### src/rtl/cache_mem_arbiter.sv
// Shares one line-wide memory port between the I-cache and D-cache miss interfaces.
// One transaction in flight, round-robin on ties, and cancelled I-cache refills are absorbed.
module cache_mem_arbiter #(
  parameter int unsigned ADDR_W = 32,
  parameter int unsigned LINE_W = 128
) (
  input  logic              clk,
  input  logic              reset,
  input  logic              ic_addr_send,
  input  logic [ADDR_W-1:0] ic_addr,
  input  logic              ic_cancel,
  output logic              ic_addr_ok,
  output logic              ic_data_ok,
  output logic [LINE_W-1:0] ic_rdata,
  input  logic              dc_addr_send,
  input  logic [ADDR_W-1:0] dc_addr,
  input  logic              dc_we,
  input  logic [LINE_W-1:0] dc_wdata,
  output logic              dc_addr_ok,
  output logic              dc_data_ok,
  output logic [LINE_W-1:0] dc_rdata,
  output logic              mem_req,
  output logic [ADDR_W-1:0] mem_addr,
  output logic              mem_we,
  output logic [LINE_W-1:0] mem_wdata,
  input  logic              mem_addr_ok,
  input  logic              mem_data_ok,
  input  logic [LINE_W-1:0] mem_rdata,
  output logic              mem_owner
);

  typedef enum logic [1:0] {StIdle, StAddr, StData} state_e;

  localparam logic OwnIc = 1'b0;
  localparam logic OwnDc = 1'b1;

  state_e            state_q;
  logic              owner_q;
  logic [ADDR_W-1:0] addr_q;
  logic              we_q;
  logic [LINE_W-1:0] wdata_q;
  logic              cancel_pending_q;
  logic              last_grant_q;

  logic grant_dc;
  logic ic_owns;
  logic ic_cancel_hit;

  // On a tie the requester that did not win last time goes first.
  assign grant_dc = dc_addr_send && (!ic_addr_send || (last_grant_q == OwnIc));

  assign ic_owns       = (owner_q == OwnIc);
  assign ic_cancel_hit = ic_owns && ic_cancel;

  always_ff @(posedge clk) begin
    if (reset) begin
      state_q          <= StIdle;
      owner_q          <= OwnIc;
      addr_q           <= '0;
      we_q             <= 1'b0;
      wdata_q          <= '0;
      cancel_pending_q <= 1'b0;
      last_grant_q     <= OwnDc;
    end else begin
      case (state_q)
        StIdle: begin
          if (ic_addr_send || dc_addr_send) begin
            owner_q <= grant_dc;
            addr_q  <= grant_dc ? dc_addr : ic_addr;
            we_q    <= grant_dc & dc_we;
            wdata_q <= grant_dc ? dc_wdata : '0;
            state_q <= StAddr;
          end
        end
        StAddr: begin
          if (ic_cancel_hit) cancel_pending_q <= 1'b1;
          if (mem_addr_ok) begin
            last_grant_q <= owner_q;
            state_q      <= StData;
          end
        end
        StData: begin
          if (mem_data_ok) begin
            cancel_pending_q <= 1'b0;
            state_q          <= StIdle;
          end else if (ic_cancel_hit) begin
            cancel_pending_q <= 1'b1;
          end
        end
        default: state_q <= StIdle;
      endcase
    end
  end

  assign mem_req   = (state_q == StAddr);
  assign mem_addr  = addr_q;
  assign mem_we    = we_q;
  assign mem_wdata = wdata_q;
  assign mem_owner = owner_q;

  assign ic_addr_ok = (state_q == StAddr) && mem_addr_ok && ic_owns;
  assign dc_addr_ok = (state_q == StAddr) && mem_addr_ok && !ic_owns;

  // A cancel landing on the completion cycle suppresses the pulse just like a pending one.
  assign ic_data_ok = (state_q == StData) && mem_data_ok && ic_owns &&
                      !cancel_pending_q && !ic_cancel;
  assign dc_data_ok = (state_q == StData) && mem_data_ok && !ic_owns;

  assign ic_rdata = mem_rdata;
  assign dc_rdata = mem_rdata;

endmodule

### config.mk
export PLATFORM = sky130hd
export DESIGN_NAME = cache_mem_arbiter
export DESIGN_NICKNAME = d
export VERILOG_FILES = /design/src/rtl/cache_mem_arbiter.sv
export SDC_FILE = /design/constraint.sdc
export NUM_CORES = 1
export LEC_CHECK = 0
export CAP_MARGIN = 20
export CORE_AREA = 2 2 289 291
export DETAILED_ROUTE_END_ITERATION = 8
export DIE_AREA = 0 0 291 293
export HOLD_SLACK_MARGIN = 0.15
export PLACE_DENSITY = 0.4
export SYNTH_ARGS = -nofsm -noshare
export SYNTH_HDL_FRONTEND = slang
export SYNTH_SLANG_ARGS = --single-unit
export TNS_END_PERCENT = 20
### constraint.sdc
create_clock -name clk -period 2.18 [get_ports clk]
set_input_delay 0.436 -clock clk [delete_from_list [all_inputs] [get_ports clk]]
set_output_delay 0.436 -clock clk [all_outputs]
set_load 0.03 [all_outputs]
; ---- After elaboration in Yosys (flattened, before gate mapping)
; Cells that the tools add are included.
[word_totals]
reg_bits = 166
output_inout_bits = 423
[classes]
eq_ne = 5
muxes = 9
n_bitwise = 3
n_reduce_logical = 20
[ops]
columns = operator, count
row1 = two-way mux 128 bit, 1
row2 = two-way mux 32 bit, 1
row3 = logical AND 1 bit, 10
row4 = two-way mux 2 bit, 3
row5 = case mux 2 bit (3 select lines), 1
row6 = "inequality test 2 bit, second input constant", 2
row7 = AND reduction 2 bit, 2
row8 = zero test 1 bit, 3
row9 = AND reduction 3 bit, 1
row10 = "equality test 2 x 1 -> 1 bit, second input constant", 1
row11 = "equality test 2 bit, second input constant", 1
row12 = zero test 2 bit, 1
row13 = logical OR 1 bit, 2
row14 = two-way mux 1 bit, 2
row15 = "inequality test 2 x 1 -> 1 bit, second input constant", 1
row16 = inverter 1 bit, 2
row17 = case mux 1 bit (2 select lines), 1
row18 = nonzero test 2 bit, 1
row19 = AND 1 bit, 1

; ---- Longest topological paths before layout
[depth]
depth_word = 5
depth_mapped = 7

; ---- Worst setup path before layout
; No wires, ideal clock.
[synth_timing]
path_type = flip-flop to output port
start = register state_q[0]
end = output ic_data_ok
arrival_ps = 1513
t_required_ps = 1744
path_slack_ps = 231
stages_incl_launch_ff = 5
path_buffers = 0
path_cell_list = dfxtp_1 inv_1 ha_1 nand2_1 nor4_1
[synth_between]
elab_chain_len = 5
[synth_rtl]
columns = item, line_no
row1 = from (decl), 37  ; state_e state_q;
row2 = from (signal assigned), 57  ; state_q <= StIdle;
row3 = from (signal assigned), 72  ; state_q <= StAddr;
row4 = from (signal assigned), 79  ; state_q <= StData;
row5 = equality test 2 bit, 105  ; assign ic_data_ok = (state_q == StData) && mem_data_ok && ic_owns &&
row6 = logical AND 1 bit (3 in series), 105
row7 = logical AND 1 bit, 106  ; !cancel_pending_q && !ic_cancel;
row8 = to (decl), 13  ; output logic ic_data_ok,
; No other way between the ends.

; ---- Worst setup path after layout
[layout_timing]
start = register wdata_q[106] (netlist: mem_wdata[106])
end = output mem_wdata[106]
[layout_rtl]
columns = item, line_no
row1 = from (decl), 41  ; logic [LINE_W-1:0] wdata_q;
row2 = from (signal assigned), 71  ; wdata_q <= grant_dc ? dc_wdata : '0;
row3 = to (decl), 25  ; output logic [LINE_W-1:0] mem_wdata,
; No word-level cell between the ends.

==> results.toml <==
[hold_path]
whs_path_depth = 2
hold_end = "mem_addr[4]"
min_path_type = "in2reg"
hp-start = "reset"

[timing]
report.final.slew_viol_count = 0
skew_ps = 18.2
finalWorstPathRequiredPeriod_ps = 2050
fmax_ghz = 0.487
rsz0062_at_grt = "yes"
relSlewSlack_pct = 68.0
post-route-period-util_pct = 94.2
setup_violations = 0
fin_ws_ps = 127
worst_slew_pin_slew_ps = 480
hold_viol_final = 0

[die]
die_w_um = 291
core_area_sq_um = 81800
ios = 751
core.rowCount = 105
die_h_um = 293
die-area_sq_um = 85300
start_util_pct = 9.15

[global_route]
grt_pass1_vias = 6076
grt.overflow.total = 0
grt_pass1_wl_um = 42200
antenna_found_initial = 1
track_usage_pct = 6.95
grt_max_degree = 48

[routing]
drt_wl_total_um = 29700
via_per_inst = 2.94
drt-initial-drc-count = 174
drc = 0
wl_per_cell_um = 15.3
dr.pass1.iters = 4
final_antenna_net_count = 0
vias = 5715

[worst_setup_path]
timing.rr.end = "mem_wdata[62]"
critPathMaxStageDelay_ps = 730
critPathTopFamily = "buffers and inverters"
endpoint_kind = "primary output"
r2r-start = "state_q[1]"
worstPathArrival_ps = 1620
crit_fanout = 2
crit_slowest_cell = "clkdlybuf4s50_1"
start_kind = "register"
worstPathRequired_ps = 1740
worst-r2r-setup-slack_ps = 420
path_buf_inv = 1
crit_type = "reg2out"
rr_worst_depth = 7
path_cells = "clkdlybuf4s50_1"

[power]
p_comb_share_pct = 29.4
p_clk_share_pct = 33.4
leakage_nw = 3.92
power.switching_mw = 3.26
power_per_cell_area_nw_per_um2 = 845
peakVddDrop_v = 0.000614
seq_power_share_pct = 37.2
power_mw = 9.48
switching_share_pct = 34.4
p_int_mw = 6.22

[synthesis]
synth.avg_cell_area_sq_um = 9.89
ys_seq_elements = 166
synth_nets = 1088
yosysWarnings = 0
yosysSeqAreaShare_pct = 44.4
synth.distinct_cells = 27
synthFlopType = "dfxtp_1"
synth_edf_count = 0
async_flop_share_pct = 0
syn_inst = 757
syn_area_sq_um = 7490

[clock_tree]
clock-sinks = 166
clkTransAtPathRegs_ps = 80
cts_tree = "built"
cts_buffers = 17
clockBufferDepth = 2
cts_root_buf = "clkbuf_16"
cts_setup_buffers = 0
htreeDepth = 4
clock_latency_ps = 500

[place]
placed_cell_area_sq_um = 10600
hpwl_um = 22300
io_buffers = 366
globalplace.congestion = 0.717
dp_slack_ps = 47.2
dp.cells = 1912

[run_status]
status = "finished clean"

[final_layout]
most-common-layout-cells = "clkdlybuf4s50_1, dfxtp_1, a22o_1"
stdcell_area_sq_um = 11200
fin_nets = 1192
final_common_cell = "clkdlybuf4s50_1"
drive_above_1_share_pct = 7.55
instances_no_fill = 1945
area_growth_pct = 49.8

[run]
drv_cap = 0
cell usage after synthesis, types with 2 or more instances:
library cell    n  share of area [%]
nor2_1         37                1.9
a211oi_1       32                3.2
nand2_1        34                1.7
buf_1           2               0.10
dfxtp_1       166                 44
nand2b_1        4               0.33
a22o_1        129                 15
a21oi_1        32                2.1
buf_2          17                1.1
a311oi_1        2               0.23
buf_4         268                 27
inv_1           4               0.20
clkbuf_1       13               0.65
a31oi_1         2               0.17
ha_1            3               0.50
registers in the layout (all words and copies together) (netlist names):
name              cells
mem_owner             1
last_grant_q          1
cancel_pending_q      1
state_q               2
mem_wdata           128
mem_addr             32
mem_we                1
power by group through the flow:
stage / combinational (mW) / sequential [mW] / clock, mW
finish: 2.78 / 3.53 / 3.16
detailed placement: 2.84 / 3.59 / 0
floorplan: 1.66 / 4.16 / 0
global placement: 2.82 / 3.59 / 0
global route: 2.98 / 3.57 / 3.48
CTS: 2.85 / 3.53 / 3.45
cell type report:
type | count | area [sq um]
Tap cell | 1070 | 1340
Fill cell | 9247 | 70600
Multi-Input combinational cell | 286 | 2030
Clock inverter | 13 | 136
Sequential cell | 166 | 3320
Timing Repair Buffer | 386 | 3940
Inverter | 4 | 15.0
Antenna cell | 1 | 2.50
Clock buffer | 19 | 433
stage by stage:
step | setup TNS, ps | hold slack (ps) | util, %
after CTS | 0 | 344 | 13.7
after floorplan | 0 | 461 | -
after global placement | 0 | 454 | 13.0
after global routing | -11.3 | 398 | 13.7
final | 0 | 405 | 13.7
after detailed placement | 0 | 453 | 13.0
routing by layer:
| metal | wire, um | up-vias | global-route usage, % | share of wire [%] |
|---|---|---|---|---|
| li1 | - | 2586 | - | - |
| met1 | 10900 | 2580 | 6.75 | 37 |
| met2 | 13700 | 450 | 11.0 | 46 |
| met3 | 3550 | 97 | 4.24 | 12 |
| met4 | 1480 | 2 | 4.73 | 5.0 |
| met5 | 63 | - | 0.510 | 0.21 |
worst max-delay path by stage:
stage | slack, ps | depth (start not counted) | endpoint | start
final | 130 | 1 | mem_wdata[106] | mem_wdata[106]
after global placement | 80 | 5 | mem_addr[19] | ic_addr_send
after CTS | 4 | 1 | mem_addr[31] | mem_addr[31]
after floorplan | 230 | 4 | ic_data_ok | state_q[0]
after detailed placement | 50 | 5 | mem_addr[19] | ic_addr_send
after global routing | -10 | 5 | ic_data_ok | state_q[0]
timing repair:
| item | CTS | global route |
|---|---|---|
| hold buffers | 0 | 0 |
| resized for setup | 0 | 3 |
| setup endpoints to repair | 0 | 3 |
logic make-up (layout without fill, tap and decap cells):
group,after synthesis,after routing,share of synthesized area [%]
buffers and inverters,305,422,29.1
AO/OA/AOI/OAI,204,204,21.6
flip-flops,166,166,44.4
AND/OR/NAND/NOR,78,78,4.28
adder cells (fa/ha/maj),3,3,0.501
multiplexers,1,1,0.134
other,0,1,0
No activity file was read; power rests on OpenSTA's default activity.
